### config.mk
export PLATFORM = sky130hd
export DESIGN_NAME = trigger_controller
export DESIGN_NICKNAME = d
export VERILOG_FILES = /design/src/rtl/trg_defs.sv /design/src/rtl/sample_threshold_cmp.sv /design/src/rtl/trigger_controller.sv
export SDC_FILE = /design/constraint.sdc
export NUM_CORES = 1
export LEC_CHECK = 0
export ABC_AREA = 0
export CORE_UTILIZATION = 50
export CTS_BUF_LIST = sky130_fd_sc_hd__clkbuf_8 sky130_fd_sc_hd__clkbuf_16
export DETAILED_ROUTE_END_ITERATION = 7
export GPL_ROUTABILITY_DRIVEN = 0
export PLACE_DENSITY = 0.83
export SYNTH_ARGS = -nofsm -noshare
export SYNTH_HDL_FRONTEND = slang
export SYNTH_SLANG_ARGS = --single-unit
export TNS_END_PERCENT = 20
### constraint.sdc
create_clock -name AXIS_ACLK -period 5.5 [get_ports AXIS_ACLK]
set_input_delay 0.55 -clock AXIS_ACLK [delete_from_list [all_inputs] [get_ports AXIS_ACLK]]
set_output_delay 0.55 -clock AXIS_ACLK [all_outputs]
set_load 0.05 [all_outputs]
### src/rtl/trg_defs.sv
// Shared definitions for the trigger controller: FSM encoding, lane layout,
// threshold code and timestamp divider helpers.
package trg_defs;

  localparam int unsigned LANE_W = 16;

  typedef enum logic [1:0] {
    ST_BASELINE  = 2'd0,
    ST_ARMED     = 2'd1,
    ST_TRIG      = 2'd2,
    ST_WAIT_DOUT = 2'd3
  } trg_state_e;

  // Bit offset of the sample inside a 16-bit lane (samples are left-aligned).
  function automatic int unsigned lane_lsb(input int unsigned lane, input int unsigned adc_w);
    return LANE_W * lane + (LANE_W - adc_w);
  endfunction

  // Threshold as a percentage of full-scale code range.
  function automatic int thresh_code(input int pct, input int adc_w);
    return (pct * (1 << adc_w)) / 100;
  endfunction

  // Clock cycles per timestamp tick.
  function automatic int unsigned timer_div(input real clk_hz, input real tick_hz);
    return int'(clk_hz / tick_hz);
  endfunction

endpackage

### src/rtl/sample_threshold_cmp.sv
// Per-beat lane maximum (combinational, for baseline learning) and registered
// "any lane above threshold" hit flag.
module sample_threshold_cmp
  import trg_defs::*;
#(
  parameter int unsigned TDATA_W = 128,
  parameter int unsigned ADC_W   = 12
) (
  input  logic                    clk_i,
  input  logic                    rst_ni,
  input  logic [TDATA_W-1:0]      tdata_i,
  input  logic                    tvalid_i,
  input  logic signed [ADC_W:0]   thresh_i,
  output logic signed [ADC_W-1:0] lane_max_o,
  output logic                    hit_o
);

  localparam int unsigned LANES = TDATA_W / LANE_W;

  logic signed [ADC_W-1:0] lane;
  logic signed [ADC_W-1:0] max_d;
  logic                    any_d;
  logic                    hit_q;
  logic                    unused_lsbs;

  // Scan all lanes for the signed maximum and for any strict threshold excess.
  always_comb begin
    lane        = '0;
    max_d       = {1'b1, {(ADC_W-1){1'b0}}};
    any_d       = 1'b0;
    unused_lsbs = 1'b0;
    for (int unsigned i = 0; i < LANES; i++) begin
      lane = tdata_i[lane_lsb(i, ADC_W) +: ADC_W];
      if (lane > max_d) max_d = lane;
      if ($signed({lane[ADC_W-1], lane}) > thresh_i) any_d = 1'b1;
      unused_lsbs = unused_lsbs ^ (^tdata_i[LANE_W*i +: (LANE_W-ADC_W)]);
    end
  end

  // Register the hit so the FSM sees it one cycle after the beat.
  always_ff @(posedge clk_i or negedge rst_ni) begin
    if (!rst_ni) hit_q <= 1'b0;
    else         hit_q <= tvalid_i & any_d;
  end

  assign lane_max_o = max_d;
  assign hit_o      = hit_q;

endmodule

### src/rtl/trigger_controller.sv
// Ring-buffer trigger sequencer: baseline learning, threshold trigger,
// post-acquisition hold, readout wait, timestamp and event/lost counters.
module trigger_controller
  import trg_defs::*;
#(
  parameter int  THRESHOLD            = 20,
  parameter int  BASELINE_CALC_LEN    = 10,
  parameter int  POST_ACQUI_LEN       = 38,
  parameter int  ACQUI_LEN            = 100,
  parameter real AXIS_ACLK_FREQ       = 500E6,
  parameter real TIMER_RESO_FREQ      = 100E6,
  parameter int  TIME_STAMP_WIDTH     = 16,
  parameter int  ADC_RESOLUTION_WIDTH = 12,
  parameter int  S_AXIS_TDATA_WIDTH   = 128
) (
  input  logic                                   AXIS_ACLK,
  input  logic                                   AXIS_ARESETN,
  input  logic [S_AXIS_TDATA_WIDTH-1:0]          S_AXIS_TDATA,
  input  logic                                   S_AXIS_TVALID,
  input  logic                                   TRIG_ENABLE,
  input  logic                                   REBASE,
  input  logic                                   BUF_FULL,
  input  logic                                   O_DOUT_DONE,
  output logic                                   TRIGGERD_FLAG,
  output logic [TIME_STAMP_WIDTH-1:0]            TRIG_TIME,
  output logic                                   TRIG_TIME_VALID,
  output logic signed [ADC_RESOLUTION_WIDTH-1:0] BASELINE,
  output logic [15:0]                            EVENT_COUNT,
  output logic [15:0]                            LOST_COUNT
);

  localparam int unsigned ADC_W  = ADC_RESOLUTION_WIDTH;
  localparam int unsigned TDIV   = timer_div(AXIS_ACLK_FREQ, TIMER_RESO_FREQ);
  localparam int unsigned DIV_W  = (TDIV > 1) ? $clog2(TDIV) : 1;
  localparam int unsigned CNT_W  = $clog2(BASELINE_CALC_LEN + 1);
  localparam int unsigned HOLD_W = $clog2(POST_ACQUI_LEN + 1);
  localparam int unsigned FLEN_W = $clog2(ACQUI_LEN + 1);

  typedef logic signed [ADC_W:0]   thr_t;
  typedef logic signed [ADC_W-1:0] smp_t;

  localparam thr_t               THR_CODE  = thr_t'(thresh_code(THRESHOLD, ADC_RESOLUTION_WIDTH));
  localparam thr_t               THR_MAX   = thr_t'((1 << (ADC_W-1)) - 1);
  localparam smp_t               SMP_MIN   = {1'b1, {(ADC_W-1){1'b0}}};
  localparam logic [CNT_W-1:0]   BASE_LAST = CNT_W'(BASELINE_CALC_LEN - 1);
  localparam logic [HOLD_W-1:0]  HOLD_LOAD = HOLD_W'(POST_ACQUI_LEN);
  localparam logic [FLEN_W-1:0]  FLEN_MAX  = FLEN_W'(ACQUI_LEN);
  localparam logic [DIV_W-1:0]   DIV_LAST  = DIV_W'(TDIV - 1);

  trg_state_e                  state_q, state_d;
  logic [CNT_W-1:0]            base_cnt_q, base_cnt_d;
  smp_t                        run_max_q, run_max_d;
  smp_t                        baseline_q, baseline_d;
  logic [HOLD_W-1:0]           hold_q, hold_d;
  logic [FLEN_W-1:0]           flen_q, flen_d;
  logic [DIV_W-1:0]            div_q, div_d;
  logic [TIME_STAMP_WIDTH-1:0] timer_q, timer_d;
  logic [TIME_STAMP_WIDTH-1:0] trig_time_q, trig_time_d;
  logic                        ttv_q, ttv_d;
  logic [15:0]                 evt_q, evt_d;
  logic [15:0]                 lost_q, lost_d;
  logic                        hit_prev_q;
  logic                        lost_inc;
  logic                        hit_r;
  smp_t                        lane_max;
  smp_t                        max_now;
  thr_t                        thresh_sum;
  thr_t                        thresh;

  sample_threshold_cmp #(
    .TDATA_W (S_AXIS_TDATA_WIDTH),
    .ADC_W   (ADC_RESOLUTION_WIDTH)
  ) u_cmp (
    .clk_i      (AXIS_ACLK),
    .rst_ni     (AXIS_ARESETN),
    .tdata_i    (S_AXIS_TDATA),
    .tvalid_i   (S_AXIS_TVALID),
    .thresh_i   (thresh),
    .lane_max_o (lane_max),
    .hit_o      (hit_r)
  );

  // Threshold = baseline + code, clipped to the largest representable sample.
  always_comb begin
    thresh_sum = {baseline_q[ADC_W-1], baseline_q} + THR_CODE;
    thresh     = (thresh_sum > THR_MAX) ? THR_MAX : thresh_sum;
    max_now    = (lane_max > run_max_q) ? lane_max : run_max_q;
  end

  // Free-running timestamp prescaler and counter.
  always_comb begin
    if (div_q == DIV_LAST) begin
      div_d   = '0;
      timer_d = timer_q + 1'b1;
    end else begin
      div_d   = div_q + 1'b1;
      timer_d = timer_q;
    end
  end

  // Next-state logic and per-event bookkeeping.
  always_comb begin
    state_d     = state_q;
    base_cnt_d  = base_cnt_q;
    run_max_d   = run_max_q;
    baseline_d  = baseline_q;
    hold_d      = hold_q;
    flen_d      = flen_q;
    trig_time_d = trig_time_q;
    ttv_d       = 1'b0;
    evt_d       = evt_q;
    lost_inc    = 1'b0;
    unique case (state_q)
      ST_BASELINE: begin
        if (REBASE) begin
          base_cnt_d = '0;
          run_max_d  = SMP_MIN;
        end else if (S_AXIS_TVALID) begin
          if (base_cnt_q == BASE_LAST) begin
            baseline_d = max_now;
            base_cnt_d = '0;
            run_max_d  = SMP_MIN;
            state_d    = ST_ARMED;
          end else begin
            run_max_d  = max_now;
            base_cnt_d = base_cnt_q + 1'b1;
          end
        end
      end
      ST_ARMED: begin
        if (REBASE) begin
          base_cnt_d = '0;
          run_max_d  = SMP_MIN;
          state_d    = ST_BASELINE;
        end else if (hit_r) begin
          if (TRIG_ENABLE && !BUF_FULL) begin
            state_d     = ST_TRIG;
            hold_d      = HOLD_LOAD;
            flen_d      = FLEN_W'(1);
            trig_time_d = timer_q;
            ttv_d       = 1'b1;
            evt_d       = evt_q + 1'b1;
          end else if (TRIG_ENABLE) begin
            lost_inc = 1'b1;
          end
        end
      end
      ST_TRIG: begin
        flen_d = flen_q + 1'b1;
        hold_d = hit_r ? HOLD_LOAD : hold_q - 1'b1;
        if ((!hit_r && hold_q == HOLD_W'(1)) || flen_q == FLEN_MAX) state_d = ST_WAIT_DOUT;
      end
      ST_WAIT_DOUT: begin
        if (O_DOUT_DONE)             state_d  = ST_ARMED;
        else if (hit_r && !hit_prev_q) lost_inc = 1'b1;
      end
      default: state_d = ST_BASELINE;
    endcase
    lost_d = (lost_inc && lost_q != '1) ? lost_q + 1'b1 : lost_q;
  end

  // State and datapath registers.
  always_ff @(posedge AXIS_ACLK or negedge AXIS_ARESETN) begin
    if (!AXIS_ARESETN) begin
      state_q     <= ST_BASELINE;
      base_cnt_q  <= '0;
      run_max_q   <= SMP_MIN;
      baseline_q  <= '0;
      hold_q      <= '0;
      flen_q      <= '0;
      div_q       <= '0;
      timer_q     <= '0;
      trig_time_q <= '0;
      ttv_q       <= 1'b0;
      evt_q       <= '0;
      lost_q      <= '0;
      hit_prev_q  <= 1'b0;
    end else begin
      state_q     <= state_d;
      base_cnt_q  <= base_cnt_d;
      run_max_q   <= run_max_d;
      baseline_q  <= baseline_d;
      hold_q      <= hold_d;
      flen_q      <= flen_d;
      div_q       <= div_d;
      timer_q     <= timer_d;
      trig_time_q <= trig_time_d;
      ttv_q       <= ttv_d;
      evt_q       <= evt_d;
      lost_q      <= lost_d;
      hit_prev_q  <= hit_r;
    end
  end

  assign TRIGGERD_FLAG   = (state_q == ST_TRIG);
  assign TRIG_TIME       = trig_time_q;
  assign TRIG_TIME_VALID = ttv_q;
  assign BASELINE        = baseline_q;
  assign EVENT_COUNT     = evt_q;
  assign LOST_COUNT      = lost_q;

endmodule

; ---- After elaboration in Yosys (flattened, before gate mapping)
; Index checks and enable logic that the tools add are counted.
[word_totals]
out_inout_bits = 62
ff_bits = 113
inputBits = 135
mem_count = 0
latch_bits = 0
ram_bits = 0
mem_bits_ro = 0
[op_classes]
n_bitwise = 2
n_reduce_logical = 16
magnitude_cmp = 18
shifts = 0
n_div = 0
mul = 0
eq_ne = 20
add_sub_neg = 8
n_mux = 58
[op_table]
columns = cell, count
row1 = two-way mux 12 bit, 13
row2 = > comparator 12 x 13 -> 1 bit, 8
row3 = > comparator 12 bit, 8
row4 = "adder 16 x 1 -> 16 bit, second input constant", 3
row5 = two-way mux 6 bit, 4
row6 = case mux 12 bit (2 select lines), 1
row7 = two-way mux 7 bit, 3
row8 = two-way mux 1 bit, 18
row9 = two-way mux 2 bit, 8
row10 = two-way mux 4 bit, 4
row11 = "!= test 16 bit, second input constant", 1
row12 = "!= test 2 bit, second input constant", 7
row13 = case mux 7 bit (2 select lines), 1
row14 = "adder 12 x 11 -> 13 bit, second input constant", 1
row15 = "> comparator 13 x 12 -> 1 bit, second input constant", 1
row16 = two-way mux 13 bit, 1
row17 = "> comparator 12 bit, second input constant", 1
row18 = case mux 6 bit (2 select lines), 1
row19 = AND reduction 4 bit, 3
row20 = case mux 2 bit (4 select lines), 1
row21 = case mux 4 bit (2 select lines), 1
row22 = "adder 7 x 1 -> 7 bit, second input constant", 1
row23 = "== test 7 bit, second input constant", 1
row24 = AND reduction 7 bit, 1
row25 = 21 further kinds, 30

; ---- Depth between registers and ports, before layout
[logic_depth]
ltp_word = 22
ltp_mapped = 108
ltp_nobuf = 99

; ---- Modules after synthesis
; A second synthesis with hierarchy kept.
[hier_totals]
cells_unflattened = 1350
area_unflattened_um2 = 11762.5
[by_module_without_submodules]
columns = module, n_inst, area_each_um2, cells_per_inst, seq_area_each_um2
row1 = sample_threshold_cmp, 1, 6062.1, 820, 25.0
row2 = trigger_controller, 1, 5700.5, 530, 2803.9

; ---- Worst setup path after synthesis
; Ideal clock, no wire load.
[synth_path]
path_type = input port to flip-flop
from = in S_AXIS_TDATA[14]
to = reg run_max_q[10]
required_time_ns = 5.417
path_stages = 103
n_path_buf = 9
slack_ns = -13.188
arrival_ns = 18.605
path_cell_list = inv_1 -> ha_1 -> and4_1 -> nand2_1 -> a2bb2oi_1 -> o21a_1 -> clkbuf_1 -> clkbuf_1 -> a21oi_1 -> ha_1 -> and2_1 -> a221o_1 -> a221oi_2 -> a21o_1 -> buf_2 -> buf_1 -> a21oi_1 -> inv_1 -> (+67 left out) -> o21a_1 -> o21a_1 -> o21ai_0 -> nand2b_1 -> a21oi_1 -> nor2b_1 -> o21ai_0 -> nand2b_1 -> a21oi_1 -> nor2b_1 -> o21ai_0 -> nand2_1 -> o311ai_0 -> o21ai_1 -> o21bai_1 -> clkbuf_1 -> a22oi_1 -> o21ai_0
[synth_between]
elab_chain_len = 22
[synth_rtl]
columns = element, line_no
row1 = "start, declared", trigger_controller.sv:18  ; input logic [S_AXIS_TDATA_WIDTH-1:0] S_AXIS_TDATA,
row2 = > comparator 12 bit, sample_threshold_cmp.sv:34  ; if (lane > max_d) max_d = lane;
row3 = two-way mux 12 bit (*), sample_threshold_cmp.sv:34
row4 = > comparator 12 bit, sample_threshold_cmp.sv:34
row5 = two-way mux 12 bit (*), sample_threshold_cmp.sv:34
row6 = > comparator 12 bit, sample_threshold_cmp.sv:34
row7 = two-way mux 12 bit (*), sample_threshold_cmp.sv:34
row8 = > comparator 12 bit, sample_threshold_cmp.sv:34
row9 = two-way mux 12 bit (*), sample_threshold_cmp.sv:34
row10 = (+6 left out), -
row11 = > comparator 12 bit, sample_threshold_cmp.sv:34
row12 = two-way mux 12 bit (*), sample_threshold_cmp.sv:34
row13 = > comparator 12 bit, trigger_controller.sv:87  ; max_now = (lane_max > run_max_q) ? lane_max : run_max_q;
row14 = two-way mux 12 bit (*), trigger_controller.sv:87
row15 = two-way mux 12 bit (*), trigger_controller.sv:119  ; if (base_cnt_q == BASE_LAST) begin
row16 = two-way mux 12 bit (*), trigger_controller.sv:118  ; end else if (S_AXIS_TVALID) begin
row17 = two-way mux 12 bit (*), trigger_controller.sv:115  ; if (REBASE) begin
row18 = case mux 12 bit (2 select lines) (*), trigger_controller.sv:113  ; unique case (state_q)
row19 = "end signal, assigned", trigger_controller.sv:181  ; run_max_q <= run_max_d;
row20 = "end, declared", trigger_controller.sv:52  ; smp_t run_max_q, run_max_d;
; Mark *: on every way between the ends. The rest lies on a longest branch, timed or not. The select of a mux whose other input is x is not followed.
; A chain may end at the register's enable or synchronous reset.

; ---- Worst setup path after layout
[layout_path]
from = in S_AXIS_TDATA[29]
to = reg run_max_q[10]
[layout_between]
elab_chain_len = 20
[layout_rtl]
columns = element, line_no
row1 = > comparator 12 bit, sample_threshold_cmp.sv:34
row2 = two-way mux 12 bit (*), sample_threshold_cmp.sv:34
row3 = > comparator 12 bit, sample_threshold_cmp.sv:34
row4 = two-way mux 12 bit (*), sample_threshold_cmp.sv:34
row5 = > comparator 12 bit, sample_threshold_cmp.sv:34
row6 = two-way mux 12 bit (*), sample_threshold_cmp.sv:34
row7 = > comparator 12 bit, sample_threshold_cmp.sv:34
row8 = two-way mux 12 bit (*), sample_threshold_cmp.sv:34
row9 = (+4 left out), -
row10 = > comparator 12 bit, sample_threshold_cmp.sv:34
row11 = two-way mux 12 bit (*), sample_threshold_cmp.sv:34
row12 = > comparator 12 bit, trigger_controller.sv:87
row13 = two-way mux 12 bit (*), trigger_controller.sv:87
row14 = two-way mux 12 bit (*), trigger_controller.sv:119
row15 = two-way mux 12 bit (*), trigger_controller.sv:118
row16 = two-way mux 12 bit (*), trigger_controller.sv:115
row17 = case mux 12 bit (2 select lines) (*), trigger_controller.sv:113
; Marked as above.

==> flow_summary.ini <==
[outcome]
status = finished, violations left
violations = design-rule violations, negative setup slack

[floorplanning]
io_pins = 197
core_area_um2 = 22900
rows = 55
start_util_pct = 51.5
die_area_um2 = 24200
die_w_um = 156
die-height_um = 156

[critical_path]
cp_slowest_cell = or3b_4
crit_type = in -> reg
crit_path_end_kind = register
path_max_fanout = 8
worstPathArrival_ps = 18180
start_kind = primary input
crit_path_max_incr_delay_ps = 460
cp.required_ps = 5840

[route]
dr.pass1.iters = 8
drc = 3
totalWireLength_um = 50400
wl_per_cell_um = 23.2
routed-wl-met2_um = 22600
ant_nets = 0
drtIter0Drc = 1682
met3_length_um = 5370
via_count = 14200
vias_per_cell = 6.55
dr.max_layer_used = met4
wl_met1_um = 17700

[logic_synthesis]
synthCells = 1361
yosys.area.top_type = dfrtp_1
yosys-top-cells-area = dfrtp_1 24%, ha_1 22%, mux2_2 4.9%
synth-edff-count = 0
yosysWarnings = 0
syn_area_um2 = 11800
synth_nets = 1707
syn_avg_cell_area_um2 = 8.67
yosysTopAreaCellShare_pct = 23.8
yosysSeqAreaShare_pct = 24.0
async_flop_share_pct = 100
synthDistinctLibCells = 82
ys.flop_type = dfrtp_1
yosys_register_bits = 113

[sta]
worst_slew_margin_rel_pct = 42.4
fin_crit_sh_pct = 324
finalClockSkew_ps = 15.1
setup_viol = 25
drv_slew = 0
tightest_slew_ps = 854
worst_slack_ps = -12340
grt_setup_unrepaired = yes
fin_crit_ps = 17840
max_freq_mhz = 56.1
finalHoldViolations = 0

[clock_tree]
clk_latency_ps = 430
tritoncts = yes
cts_buffers = 17
cts_root_buffer = clkbuf_16
hold_buffers = 0
cts_max_level = 4
clock-sinks = 113
cts_buffer_depth = 2
clk_pin_slew_worst_paths_ps = 60

[grt]
grt.total_usage_pct = 37.5
grt_overflow = 0
grt_pass1_wl_um = 71400
grt_max_degree = 66
first_global_vias = 14000
antenna_found_initial = 0

[place]
port_buffers = 164
dp_hpwl_um = 30700
place_area_um2 = 16100

[pwr]
cellLeakagePower_uw = 0.00839
peakVddDrop_uv = 416
total_power_uw = 8550
p_per_area_nw_per_um2 = 480

[cells_and_area]
syn2layout_area_growth_pct = 51.2
antenna-diode-count = 0
fin_nets = 2188
drive_gt1_share_pct = 33.3
stdcell_area_um2 = 17800

[hold_path]
hold_path_class = in -> async

[job]
maxCapViolCount = 0
synthesized netlist by cell type (all sizes together) (5+ instances only):
library cell and n:
nand3 53, nand4 39, a22oi 6, dfrtp 112
xnor2 47, xor2 15, mux2 59, mux2i 15
o31a 5, a21oi 88, a211oi 10, nand2b 23
o31ai 5, o21a 22, or4 5, o22ai 7
nor4 7, nand2 112, o21ai 90, a21o 35
and3 17, nor2 92, o221ai 8, buf 7
inv 96, ha 211, nor2b 33, or2 5
or3 6, a31oi 8, and4 14, nor3 9
a221oi 7, clkbuf 25, o211a 5, and2 12
o211ai 10
cells by family after synthesis:
kind of cell / Yosys count / share of synthesized area [%]
DFF: 113 / 24.0
adders and majority gates: 211 / 22.4
muxes: 74 / 7.19
xor gates and xnor gates: 62 / 4.60
buffers and inverters: 129 / 4.41
AOI/OAI and AO/OA: 335 / 18.7
and+or+nand+nor: 437 / 18.8
cell usage in the layout (no fill, tap or decap), types with 47 or more instances in the layout:
cell,netlist,routed
nor2_1,92,86
nand2_1,112,104
dfrtp_1,112,111
clkdlybuf4s50_1,0,139
inv_1,96,73
buf_4,1,315
nand3_1,52,47
ha_1,211,183
a21oi_1,87,65
o21ai_0,82,64
area by class of cell:
type	count	area, µm²
tap	313	392
sequential	113	2830
inverter	97	382
clock inverter	15	174
fill	1290	5080
multi-input combinational	1121	9470
clock buffer	17	425
timing repair buffer	492	4160
metal layers:
layer / GRT usage [%] / vias up
li1: - / 5982
met1: 43.4 / 6597
met2: 62.7 / 1138
met3: 7.75 / 474
met4: 25.3 / 0
met5: 0 / -
state kept, by name, summed over array words and instances (netlist names):
| signal | count |
|---|---|
| base_cnt_q | 4 |
| BASELINE | 12 |
| EVENT_COUNT | 16 |
| TRIG_TIME_VALID | 1 |
| u_cmp.hit_o | 1 |
| div_q | 3 |
| flen_q | 7 |
| timer_q | 16 |
| hold_q | 6 |
| run_max_q | 12 |
| LOST_COUNT | 16 |
| TRIG_TIME | 16 |
| hit_prev_q | 1 |
| state_q | 2 |
worst max-delay path, delay by kind of cell:
family | cells | cell delay, ps
AO/OA/AOI/OAI | 47 | 8630
AND/OR/NAND/NOR | 29 | 4290
adder cells (fa/ha/maj) | 8 | 1910
multiplexers | 5 | 1480
buffers and inverters | 9 | 1140
XOR/XNOR | 1 | 130
path summary, 6_finish.rpt:
path                       slack (ps)                   endpoint                    start  cells past startpoint
max                            -12340  run_max_q[10]$_DFFE_PN0P_         S_AXIS_TDATA[29]                     99
min                               160  LOST_COUNT[8]$_DFFE_PN0P_             AXIS_ARESETN                      1
max reg2reg                      -750      u_cmp.hit_o$_DFF_PN0_  BASELINE[0]$_DFFE_PN0P_                     29
min reg2reg                       470         div_q[0]$_DFF_PN0_       div_q[0]$_DFF_PN0_                      1
max in group asynchronous        4040     timer_q[4]$_DFFE_PN0N_             AXIS_ARESETN                      2
min in group AXIS_ACLK            470         div_q[0]$_DFF_PN0_       div_q[0]$_DFF_PN0_                      1
metrics by stage:
step	setup TNS (ps)	cells	setup slack, ps	utilization, %	hold slack [ps]
after floorplan	-267480	1361	-11180	-	254
after detailed placement	-289160	2085	-12160	70.1	463
after global routing	-307170	2168	-12820	77.8	195
after CTS	-260080	2145	-10880	75.3	167
after global placement	-271250	2085	-11360	70.1	451
final	-295400	2168	-12340	77.8	159
report_power, final:
part	switching, µW	internal, µW	total, µW
clock network	469	681	1150
registers	93.6	925	1020
logic	3410	2970	6390
repair_timing:
action	CTS	global route
cloned	3	1
hold endpoints to repair	0	0
pin swaps	54	70
setup buffers	25	22
resized for setup	182	86
endpoints found under the setup margin	25	25
(Power assumes the default switching activity.)
